<file path="src/rtl/pipe_ctrl.sv">
// Pipeline sequencer for the 5-stage core: merges hazard, branch, mul/div, memory
// and trap requests into per-stage stall, flush and redirect controls.
module pipe_ctrl #(
    parameter int MD_TIMEOUT = 64,
    parameter int CNT_W      = 32
) (
    input  logic             clk,
    input  logic             rst_n,
    input  logic             ld_use,
    input  logic             br_taken,
    input  logic [31:0]      br_target,
    input  logic             md_start,
    input  logic             md_done,
    input  logic             dmem_req,
    input  logic             dmem_ready,
    input  logic             trap,
    input  logic [31:0]      trap_vec,
    output logic             f_stall,
    output logic             d_stall,
    output logic             e_stall,
    output logic             m_stall,
    output logic             fd_flush,
    output logic             de_flush,
    output logic             em_bubble,
    output logic             mw_bubble,
    output logic             pc_redirect,
    output logic [31:0]      redirect_pc,
    output logic             md_abort,
    output logic             md_err,
    output logic [1:0]       state,
    output logic [CNT_W-1:0] stall_cnt
);

    typedef enum logic [1:0] {
        RUN      = 2'd0,
        MD_WAIT  = 2'd1,
        MEM_WAIT = 2'd2,
        ST_BAD   = 2'd3
    } state_t;

    localparam int              MD_W    = $clog2(MD_TIMEOUT) + 1;
    localparam logic [MD_W-1:0] MD_LAST = MD_W'(MD_TIMEOUT - 1);

    state_t          state_q, state_d;
    logic [MD_W-1:0] md_cnt_q, md_cnt_d;
    logic            md_err_q, md_err_d;

    // NOTE: registers use non-blocking assignments so every flop samples the
    // pre-edge values of the others, independent of statement order.
    always_ff @(posedge clk or negedge rst_n) begin
        if (!rst_n) begin
            state_q   <= RUN;
            md_cnt_q  <= '0;
            md_err_q  <= 1'b0;
            stall_cnt <= '0;
        end else begin
            state_q  <= state_d;
            md_cnt_q <= md_cnt_d;
            md_err_q <= md_err_d;
            if (f_stall && (stall_cnt != '1))
                stall_cnt <= stall_cnt + 1'b1;
        end
    end

    // NOTE: every signal written below gets a default first, so no path
    // through the case leaves one unassigned and no latch is inferred.
    always_comb begin
        f_stall     = 1'b0;
        d_stall     = 1'b0;
        e_stall     = 1'b0;
        m_stall     = 1'b0;
        fd_flush    = 1'b0;
        de_flush    = 1'b0;
        em_bubble   = 1'b0;
        mw_bubble   = 1'b0;
        pc_redirect = 1'b0;
        redirect_pc = '0;
        md_abort    = 1'b0;
        state_d     = state_q;
        md_cnt_d    = md_cnt_q;
        md_err_d    = md_err_q;

        if (rst_n) begin
            case (state_q)
                MD_WAIT: begin
                    if (trap) begin
                        md_abort    = 1'b1;
                        pc_redirect = 1'b1;
                        redirect_pc = trap_vec;
                        fd_flush    = 1'b1;
                        de_flush    = 1'b1;
                        em_bubble   = 1'b1;
                        state_d     = RUN;
                    end else begin
                        f_stall   = 1'b1;
                        d_stall   = 1'b1;
                        e_stall   = 1'b1;
                        em_bubble = 1'b1;
                        if (md_done) begin
                            state_d = RUN;
                        end else if (md_cnt_q == MD_LAST) begin
                            md_abort = 1'b1;
                            md_err_d = 1'b1;
                            state_d  = RUN;
                        end else begin
                            md_cnt_d = md_cnt_q + 1'b1;
                        end
                    end
                end

                // Younger requests are held by their sources and re-evaluated in RUN.
                MEM_WAIT: begin
                    f_stall   = 1'b1;
                    d_stall   = 1'b1;
                    e_stall   = 1'b1;
                    m_stall   = 1'b1;
                    mw_bubble = 1'b1;
                    if (dmem_ready)
                        state_d = RUN;
                end

                // RUN and the unused encoding share the same priority chain.
                default: begin
                    state_d = RUN;
                    if (dmem_req && !dmem_ready) begin
                        f_stall   = 1'b1;
                        d_stall   = 1'b1;
                        e_stall   = 1'b1;
                        m_stall   = 1'b1;
                        mw_bubble = 1'b1;
                        state_d   = MEM_WAIT;
                    end else if (trap) begin
                        pc_redirect = 1'b1;
                        redirect_pc = trap_vec;
                        fd_flush    = 1'b1;
                        de_flush    = 1'b1;
                        em_bubble   = 1'b1;
                    end else if (md_start && !md_done) begin
                        f_stall   = 1'b1;
                        d_stall   = 1'b1;
                        e_stall   = 1'b1;
                        em_bubble = 1'b1;
                        md_cnt_d  = MD_W'(1);
                        state_d   = MD_WAIT;
                    end else if (br_taken) begin
                        pc_redirect = 1'b1;
                        redirect_pc = br_target;
                        fd_flush    = 1'b1;
                        de_flush    = 1'b1;
                    end else if (ld_use) begin
                        f_stall  = 1'b1;
                        d_stall  = 1'b1;
                        de_flush = 1'b1;
                    end
                end
            endcase
        end
    end

    assign state  = state_q;
    assign md_err = md_err_q;

endmodule

</file>
<file path="config.mk">
export PLATFORM = sky130hd
export DESIGN_NAME = pipe_ctrl
export DESIGN_NICKNAME = d
export VERILOG_FILES = /design/src/rtl/pipe_ctrl.sv
export SDC_FILE = /design/constraint.sdc
export NUM_CORES = 1
export LEC_CHECK = 0
export BUFFER_PORTS_ARGS = -buffer_cell sky130_fd_sc_hd__buf_4
export CAP_MARGIN = 0
export CORE_UTILIZATION = 30
export DETAILED_ROUTE_END_ITERATION = 10
export PLACE_DENSITY = 0.66
export SLEW_MARGIN = 20
export SYNTH_ARGS = -nofsm -noshare
export SYNTH_HDL_FRONTEND = slang
export SYNTH_SLANG_ARGS = --single-unit
</file>
<file path="constraint.sdc">
create_clock -name clk -period 3.03 [get_ports clk]
set_clock_uncertainty 0.2 [all_clocks]
set_input_delay 0.1515 -clock clk [delete_from_list [all_inputs] [get_ports clk]]
set_output_delay 0.1515 -clock clk [all_outputs]
set_load 0.01 [all_outputs]
</file>
==> flow_summary_export.csv, run 1 <==
group,metric,value,unit
pwr,p_int,1.11,mW
worst_hold_path,min_path_cells,4,
place,io_buffers,149,
synth,synth_ff_type,"dfrtp_1",
sta,drv_slew,0,
synth,synth_top_area_share,37.2,%
synth,syn_avg_cell_area,9.38,sq um
pwr,combPwrFrac,31.9,%
synth,yosysUniqueCellTypes,55,
layout,drive_gt1_share,41.0,%
pwr,seqPwrFrac,40.7,%
route,route.detailed.drc,0,
route,wl,8630,um
route,highest_layer,"met4",
global_route,grt_pass1_wl,13500,um
worst_setup_path,regToRegSetupSlack,0.53,ns
worst_setup_path,r2r-end,"stall_cnt[16]",
route,met3_length,681,um
cts,htreeDepth,2,
worst_setup_path,arrival,2.50,ns
die,initial_core_util,30.7,%
layout,final_nets,525,
global_route,grt_max_degree,39,
worst_setup_path,cp_cell_sequence,"inv_1 > ha_1 > nand3b_1 > o211a_1 > and2_0 > buf_4 > a22o_1 > buf_4",
sta,worstMarginPinSlew,0.777,ns
pwr,power.density,395,nW/um^2
layout,fin_cells,560,
synth,synthAdderAreaFrac,1.77,%
synth,ys_warn_count,0,
die,rows,35,
die,dieArea,9800,sq um
sta,fmax,351,MHz
route,drtAntennaViolNets,0,
cts,clock_sinks,42,
synth,ys_top_cells_by_count,"dfrtp_1, a22o_1, nand2_1",
route,drt_first_pass_iters,4,
worst_hold_path,min_to,"state[0]",
synth,synth_most_common_cell,"dfrtp_1",
synth,ys_seq_area_share,37.2,%
worst_setup_path,crit_path_start_kind,"flop",
cts,ctsRootBufferMaster,"clkbuf_8",
outcome,status,"complete, no violations",
die,die_h,99,um
global_route,grt_pass1_vias,2708,
die,fp.coreArea,9200,sq um
worst_setup_path,endpoint_kind,"primary output",
global_route,grt_overflow_total,0,
synth,synthArstFlopShare,100,%
synth,synthesis.area,2820,sq um
sta,fin_crit_sh,94.0,%
worst_setup_path,critPathMaxFanout,25,
worst_setup_path,cp_common_cell,"buf_4",
route,dr_wl_met2,4180,um
route,wl_per_cell,15.4,um
worst_setup_path,critPathKind,"flop to primary output",
cts,cts_tree,"yes",
pwr,switching_power,0.516,mW
worst_setup_path,reg2reg_depth,8,
sta,rsz0062_at_grt,"false",
synth,synth_edf_count,0,
layout,n_antenna_cell,0,
pwr,vdd.ir_drop.worst,213,uV
worst_setup_path,worstReg2RegStart,"state[1]",
sta,hold_violations,0,
synth,synth_xor_area_share,9.00,%
pwr,p_leak,2.01,nW
route,initialDrtViolationCount,76,
synth,synth_cells,301,
synth,synth_area_leaders,"dfrtp_1, a22o_1, xor2_1",
die,ioPinCount,150,
synth,synth_compound_area_share,19.5,%
place,place_inst,551,
place,gp_congestion,0.799,
die,die_w,99,um
worst_hold_path,min_from,"trap",
sta,maxSlewHeadroom,47.7,%
worst_hold_path,hp-class,"input pin to flop",
worst_setup_path,max_stage_delay,0.45,ns
synth,synth_top_cell_by_area,"dfrtp_1",
synth,syn_nets,378,
cts,postCtsResizedCells,0,
global_route,antenna_found_initial,0,
sta,fin_crit,2.85,ns
route,routed-via-count,2894,
sta,finalSetupTns,0,ns
place,dp_hpwl,6700,um
synth,synth_top_family_by_area,"simple AND/OR/NAND/NOR gates",
pwr,power.share.clock,27.4,%
cts,clock_latency,0.29,ns
worst_setup_path,slowest_stage,"ha_1",
layout,nFillCells,893,
cts,cts_buffers,5,
route,wl_met1,3700,um
pwr,p_sw_share,31.7,%
synth,synthMuxAreaShare,1.91,%
layout,area_delta_synth_final,46.4,%
synth,synth-simple-area-share,24.3,%
global_route,grt_usage,17.2,%
run,maxCapViolCount,0,
place,post-place-ws,0.519,ns
sta,setup_viol,0,
sta,fin_ws,0.181,ns
synth,ys_seq_elements,42,
worst_setup_path,required,2.68,ns
cts,clockBufferDepth,2,
route,via_per_inst,5.17,
cts,clk_pin_slew,0.08,ns
==> logic make-up after synthesis <==
| family | after synthesis |
|---|---|
| adders and majority gates | 4 |
| and+or+nand+nor | 121 |
| buffers and inverters | 29 |
| muxes | 5 |
| DFF | 42 |
| xor gates and xnor gates | 29 |
| AOI/OAI and AO/OA | 71 |
==> routing by layer <==
| layer | up-vias | track usage [%] |
|---|---|---|
| met3 | 6 | 4.40 |
| met2 | 117 | 30.1 |
| met1 | 1370 | 21.2 |
| li1 | 1401 | - |
| met5 | - | 0 |
| met4 | 0 | 3.79 |
==> registers in the layout, summed over array words and instances, names as in the netlist <==
register	flops
stall_cnt	32
md_cnt_q	7
state	2
md_err	1
==> layout by cell type (no fill, tap or decap), types with 2 or more instances in the layout <==
master / synthesis / final
and2_1: 7 / 7
nand2_1: 21 / 21
and3_1: 3 / 3
o21ai_0: 11 / 11
a22o_1: 25 / 25
xor2_1: 15 / 15
a21boi_0: 2 / 2
nor2b_1: 6 / 6
buf_4: 4 / 159
mux2i_1: 2 / 2
mux2_2: 3 / 3
nor2_1: 16 / 16
clkinv_2: 0 / 2
or2b_2: 3 / 3
clkbuf_8: 2 / 5
xnor2_1: 14 / 14
nand4_1: 11 / 11
and2_0: 2 / 2
and4_2: 2 / 2
ha_1: 4 / 4
o31ai_1: 3 / 3
a21oi_1: 9 / 9
nor3_1: 14 / 14
dfrtp_1: 42 / 42
nand2b_1: 2 / 2
nor4_1: 3 / 3
nand3_1: 18 / 18
or3b_1: 2 / 2
a22oi_1: 8 / 8
and4_1: 2 / 2
inv_1: 9 / 9
==> critical path, delay by kind of cell (launching register included) <==
family / cells / cell delay, ns
buf+inv: 3 / 0.42
fa+ha+maj: 1 / 0.45
simple gates: 2 / 0.39
compound gates: 2 / 0.55
flops: 1 / 0.40
==> worst max-delay path by stage <==
stage | from | end | slack, ns | cells past startpoint
3_3_place_gp | state[0] | redirect_pc[17] | 0.57 | 8
4_1_cts | state[0] | redirect_pc[17] | 0.19 | 8
3_5_place_dp | state[1] | stall_cnt[16] | 0.52 | 8
6_report | state[0] | redirect_pc[17] | 0.18 | 8
5_1_grt | state[0] | d_stall | 0.02 | 7
2_1_floorplan | state[0] | redirect_pc[10] | 0.51 | 10
==> power groups by stage <==
stage                     combinational (mW)  clock (mW)  sequential (mW)
final                                  0.520       0.447            0.664
after global routing                   0.573       0.486            0.670
after CTS                              0.526       0.459            0.663
after detailed placement               0.523           0            0.673
after global placement                 0.517           0            0.671
after floorplan                        0.294           0            0.680
==> area by class of cell <==
cell class	count	area, sq um	share of cell area [%]
inverter	9	33.8	0.817
tap	111	139	3.36
sequential	42	1050	25.4
multi-input combinational	230	1600	38.6
timing repair buffer	160	1200	29.1
clock buffer	5	68.8	1.67
clock inverter	3	40.0	0.969
==> per-stage QoR <==
| step | util (%) | total power, mW | hold slack (ns) | area (sq um) |
|---|---|---|---|---|
| 2_1_floorplan | - | 0.975 | -0.344 | 2820 |
| 3_3_place_gp | 43.6 | 1.19 | -0.179 | 4010 |
| 3_5_place_dp | 43.6 | 1.20 | -0.175 | 4010 |
| 4_1_cts | 44.9 | 1.65 | 0.0392 | 4130 |
| 5_1_grt | 44.9 | 1.73 | 0.0711 | 4130 |
| 6_report | 44.9 | 1.63 | 0.0437 | 4130 |
==> timing repair <==
| action | CTS | global route |
|---|---|---|
| hold endpoints to repair | 42 | 0 |
| hold buffers | 1 | 0 |
| setup buffers | 0 | 0 |
(Power assumes the default switching activity.)
==> run 2, diff against run 1 <==
--- a/config.mk
+++ b/config.mk
@@ -9,6 +9,8 @@
 export CAP_MARGIN = 0
 export CORE_UTILIZATION = 30
 export DETAILED_ROUTE_END_ITERATION = 10
+export HOLD_SLACK_MARGIN = 0.12
+export MAX_ROUTING_LAYER = met4
 export PLACE_DENSITY = 0.66
 export SLEW_MARGIN = 20
 export SYNTH_ARGS = -nofsm -noshare
==> run 2 against run 1 <==
Register-to-register slack about the same. First-iteration DRC count decreased by 1.3%. Combinational power increased by 1%. Utilization increased by 0.54 points. Power increased by 0.47%. Non-clock buffer count increased by 5. Cell area increased by 1.2%. Worst hold slack improved by 0.093 ns. Clock-buffer cell count unchanged.
==> flow_summary_export.csv, run 2 (synthesis gave the netlist of run 1 again) <==
group,metric,value,unit
sta,worstMarginPinSlew,0.784,ns
worst_setup_path,required,2.68,ns
route,route.detailed.drc,0,
sta,maxSlewHeadroom,47.2,%
cts,postCtsResizedCells,0,
global_route,antenna_found_initial,0,
layout,final_nets,530,
pwr,vdd.ir_drop.worst,213,uV
sta,setup_viol,0,
die,ioPinCount,150,
sta,fin_ws,0.173,ns
die,die_w,99,um
worst_setup_path,arrival,2.51,ns
layout,area_delta_synth_final,48.2,%
layout,finalCoreUtilization,45.5,%
die,dieArea,9800,sq um
global_route,grt_pass1_wl,13500,um
route,drt_first_pass_iters,4,
worst_setup_path,critPathMaxFanout,25,
pwr,p_leak,2.03,nW
layout,final_cell_mix,"buf_4, dfrtp_1, a22o_1",
cts,cts_tree,"yes",
route,wl_per_cell,15.4,um
outcome,status,"complete, no violations",
die,die_h,99,um
layout,fin_cells,565,
sta,drv_slew,0,
place,dp_hpwl,6700,um
worst_setup_path,endpoint_kind,"primary output",
place,io_buffers,149,
worst_setup_path,critPathKind,"flop to primary output",
cts,clk_pin_slew,0.08,ns
cts,htreeDepth,2,
layout,largest_register,"stall_cnt",
worst_hold_path,min_path_cells,4,
sta,hold_violations,0,
place,post-place-ws,0.519,ns
sta,finalSetupTns,0,ns
layout,layout_commonest_cell,"buf_4",
layout,nFillCells,891,
global_route,grt_usage,17.9,%
cts,cts_buffers,5,
worst_hold_path,hp-class,"input pin to flop",
sta,rsz0062_at_grt,"false",
route,routed-via-count,2880,
global_route,grt_pass1_vias,2722,
route,drtAntennaViolNets,0,
layout,seq_area,1050,sq um
die,initial_core_util,30.7,%
place,gp_congestion,0.810,
place,place_inst,551,
global_route,grt_overflow_total,0,
run,maxCapViolCount,0,
sta,fmax,350,MHz
cts,clock_sinks,42,
layout,drive_gt1_share,40.5,%
global_route,grt_max_degree,39,
worst_setup_path,reg2reg_depth,8,
die,rows,35,
route,wl,8690,um
die,fp.coreArea,9200,sq um
cts,post_cts_buffers,0,
cts,clock_latency,0.29,ns
layout,n_antenna_cell,0,
route,initialDrtViolationCount,75,
layout,largest_reg_flops,32,
worst_setup_path,crit_path_start_kind,"flop",
sta,fin_crit,2.86,ns
layout,multi_input_area,1600,sq um
cts,ctsRootBufferMaster,"clkbuf_8",
pwr,power.density,392,nW/um^2
sta,fin_crit_sh,94.3,%
cts,clockBufferDepth,2,
route,via_per_inst,5.10,
==> run 2: cell types whose count changed in the layout (fill, tap and decap cells not counted) <==
cell,before,now
dlygate4sd3_1,1,6
==> run 2: worst paths after layout <==
check | startpoint | endpoint | slack [ns]
setup / recovery | state[0] | redirect_pc[17] | 0.17
hold / removal | md_start | md_cnt_q[3] | 0.14
setup reg to reg | state[1] | stall_cnt[16] | 0.52
hold reg to reg | stall_cnt[15] | stall_cnt[15] | 0.29
max in group asynchronous | rst_n | md_err | 1.68
min in group asynchronous | rst_n | stall_cnt[14] | 0.45
==> run 2: routing by layer <==
layer / global-route usage [%] / share of wire, %
met5: - / 0
met1: 21.7 / 43
met2: 30.6 / 49
met4: 3.79 / 0.83
met3: 3.69 / 7.1
==> run 2: timing repair <==
action / in CTS / in global routing
hold buffers: 6 / 0
endpoints found under the setup margin: 0 / 0
hold endpoints to repair: 45 / 0
==> run 2: area by class of cell <==
type | count | share of cell area [%]
Inverter | 9 | 0.808
Sequential cell | 42 | 25.1
Clock inverter | 3 | 0.957
Multi-Input combinational cell | 230 | 38.2
Timing Repair Buffer | 165 | 30.0
Tap cell | 111 | 3.32
Clock buffer | 5 | 1.65
==> run 2: power breakdown <==
part	internal, mW	switching, mW
registers	0.602	0.0622
clock network	0.243	0.205
logic	0.275	0.252
==> run 2: critical path, cell delays in order, from the launching register on <==
cell,delay [ns]
dfrtp_1,0.40
inv_1,0.06
ha_1,0.45
nand3b_1,0.19
o211a_1,0.27
and2_0,0.19
buf_4,0.21
a22o_1,0.29
buf_4,0.15
==> run 2: metrics by stage <==
| stage | cell area [sq um] | power, mW | hold WS (ns) |
|---|---|---|---|
| final | 4180 | 1.64 | 0.137 |
| after global placement | 4010 | 1.19 | -0.179 |
| after detailed placement | 4010 | 1.20 | -0.175 |
| after CTS | 4180 | 1.65 | 0.144 |
| after global routing | 4180 | 1.74 | 0.169 |
| after floorplan | 2820 | 0.975 | -0.344 |
==> run 3, diff against run 2 <==
--- a/config.mk
+++ b/config.mk
@@ -5,13 +5,14 @@
 export SDC_FILE = /design/constraint.sdc
 export NUM_CORES = 1
 export LEC_CHECK = 0
-export BUFFER_PORTS_ARGS = -buffer_cell sky130_fd_sc_hd__buf_4
 export CAP_MARGIN = 0
+export CORE_MARGIN = 3
 export CORE_UTILIZATION = 30
 export DETAILED_ROUTE_END_ITERATION = 10
+export DONT_BUFFER_PORTS = 1
 export HOLD_SLACK_MARGIN = 0.12
 export MAX_ROUTING_LAYER = met4
-export PLACE_DENSITY = 0.66
+export PLACE_DENSITY = 0.53
 export SLEW_MARGIN = 20
 export SYNTH_ARGS = -nofsm -noshare
 export SYNTH_HDL_FRONTEND = slang
==> run 3 against run 2 <==
Clock power barely moved. Cell area fell by 25%. Worst hold slack improved by 0.017 ns. Sequential power grew 3.6%. First-iteration DRC count rose by 8.0%. Power decreased by 11%. Critical path depth unchanged. Highest routed layer unchanged.
==> flow_summary_export.csv, run 3 (synthesis gave the netlist of run 1 again) <==
group,metric,value,unit
outcome,status,"complete, no violations",
cts,clockBufferDepth,2,
route,met3_length,700,um
die,die_h,103,um
die,dieArea,10600,sq um
route,routed-via-count,2373,
die,rows,34,
cts,cts_buffers,5,
pwr,power.density,467,nW/um^2
worst_setup_path,critPathMaxFanout,9,
sta,hold_ws,0.154,ns
place,dp_hpwl,6800,um
worst_setup_path,endpoint_kind,"primary output",
cts,cts_tree,"yes",
sta,maxSlewHeadroom,40.8,%
layout,largest_reg_flops,32,
worst_setup_path,reg2reg_depth,7,
route,drtAntennaViolNets,0,
layout,largest_register,"stall_cnt",
route,via_per_inst,5.68,
route,initialDrtViolationCount,81,
cts,clk_pin_slew,0.09,ns
sta,rsz0062_at_grt,"false",
sta,drv_slew,0,
pwr,p_leak,1.29,nW
layout,final_nets,386,
cts,htreeDepth,2,
sta,worstMarginPinSlew,0.879,ns
worst_setup_path,arrival,2.48,ns
worst_hold_path,hp-class,"input pin to async pin",
die,initial_core_util,31.6,%
sta,hold_violations,0,
layout,n_antenna_cell,0,
global_route,grt_pass1_wl,12700,um
sta,finalSetupTns,0,ns
global_route,grt_overflow_total,0,
layout,area_delta_synth_final,10.7,%
route,wl_met1,3510,um
layout,final_cell_mix,"dfrtp_1, a22o_1, nand2_1",
route,wl_per_cell,21.1,um
die,fp.coreArea,8930,sq um
place,gp_congestion,0.819,
cts,ctsRootBufferMaster,"clkbuf_8",
route,highest_layer,"met4",
pwr,vdd.ir_drop.worst,172,uV
global_route,grt_usage,16.2,%
sta,fin_crit,2.83,ns
worst_setup_path,crit_path_start_kind,"flop",
route,route.detailed.drc,0,
global_route,antenna_found_initial,0,
worst_setup_path,critPathKind,"flop to primary output",
global_route,grt_pass1_vias,2320,
layout,layout_commonest_cell,"dfrtp_1",
route,wl,8820,um
run,maxCapViolCount,0,
cts,clock_latency,0.30,ns
cts,clock_sinks,42,
die,ioPinCount,150,
layout,drive_gt1_share,11.3,%
route,drt_first_pass_iters,4,
global_route,grt_max_degree,47,
route,dr_wl_met2,4470,um
sta,setup_viol,0,
worst_setup_path,required,2.68,ns
sta,fmax,353,MHz
place,io_buffers,0,
die,die_w,103,um
sta,fin_crit_sh,93.4,%
-- run 3: path summary, 6_finish.rpt --
kind	slack [ns]	startpoint	endpoint
max	0.20	state[0]	f_stall
min	0.15	rst_n	stall_cnt[7]
max reg2reg	0.31	state[0]	state[1]
min reg2reg	0.34	md_cnt_q[5]	md_cnt_q[5]
max in group asynchronous	2.25	rst_n	stall_cnt[21]
min in group clk	0.16	dmem_ready	md_cnt_q[1]
-- run 3: worst max-delay path, cell delays in order (launching register included) --
cell     delay [ns]
dfrtp_1        0.49
inv_1          0.07
ha_1           0.30
buf_4          0.17
o31a_1         0.32
o21ai_0        0.34
buf_4          0.29
inv_1          0.04
buf_4          0.15
-- run 3: stage by stage --
step	total power, mW	area, sq um	instances	setup WS, ns	utilization, %
floorplan	0.975	2820	301	0.510	-
global placement	0.989	2890	399	0.408	32.4
detailed placement	0.993	2890	399	0.379	32.4
CTS	1.48	3130	418	0.161	35.0
global route	1.54	3130	418	0.0101	35.0
finish	1.46	3130	418	0.199	35.0
-- run 3: cell type report --
class | instances | area [sq um]
clock buffers | 7 | 76.3
multi-input cells | 230 | 1600
fillers | 932 | 5810
clock inverters | 1 | 30.0
inverters | 9 | 33.8
flip-flops and latches | 42 | 1050
repair buffers | 21 | 203
well taps | 108 | 135
-- run 3: layer usage --
metal  up-vias  track usage, %
li1       1123               -
met1      1140            17.2
met2       101            29.3
met3         9            4.53
met4         0            4.68
met5         -               -
-- run 3: repair_timing --
| action | in CTS | in global routing |
|---|---|---|
| setup buffers | 0 | 0 |
| hold endpoints to repair | 57 | 0 |
| hold buffers | 11 | 0 |
| resized for setup | 0 | 1 |
| endpoints found under the setup margin | 0 | 18 |
-- run 3: power by group --
part	internal, mW	leakage [nW]	total [mW]	switching [mW]
sequential	0.602	0.567	0.688	0.0866
clock	0.247	0.0524	0.447	0.200
combinational	0.132	0.674	0.324	0.192
total	0.980	1.29	1.46	0.479
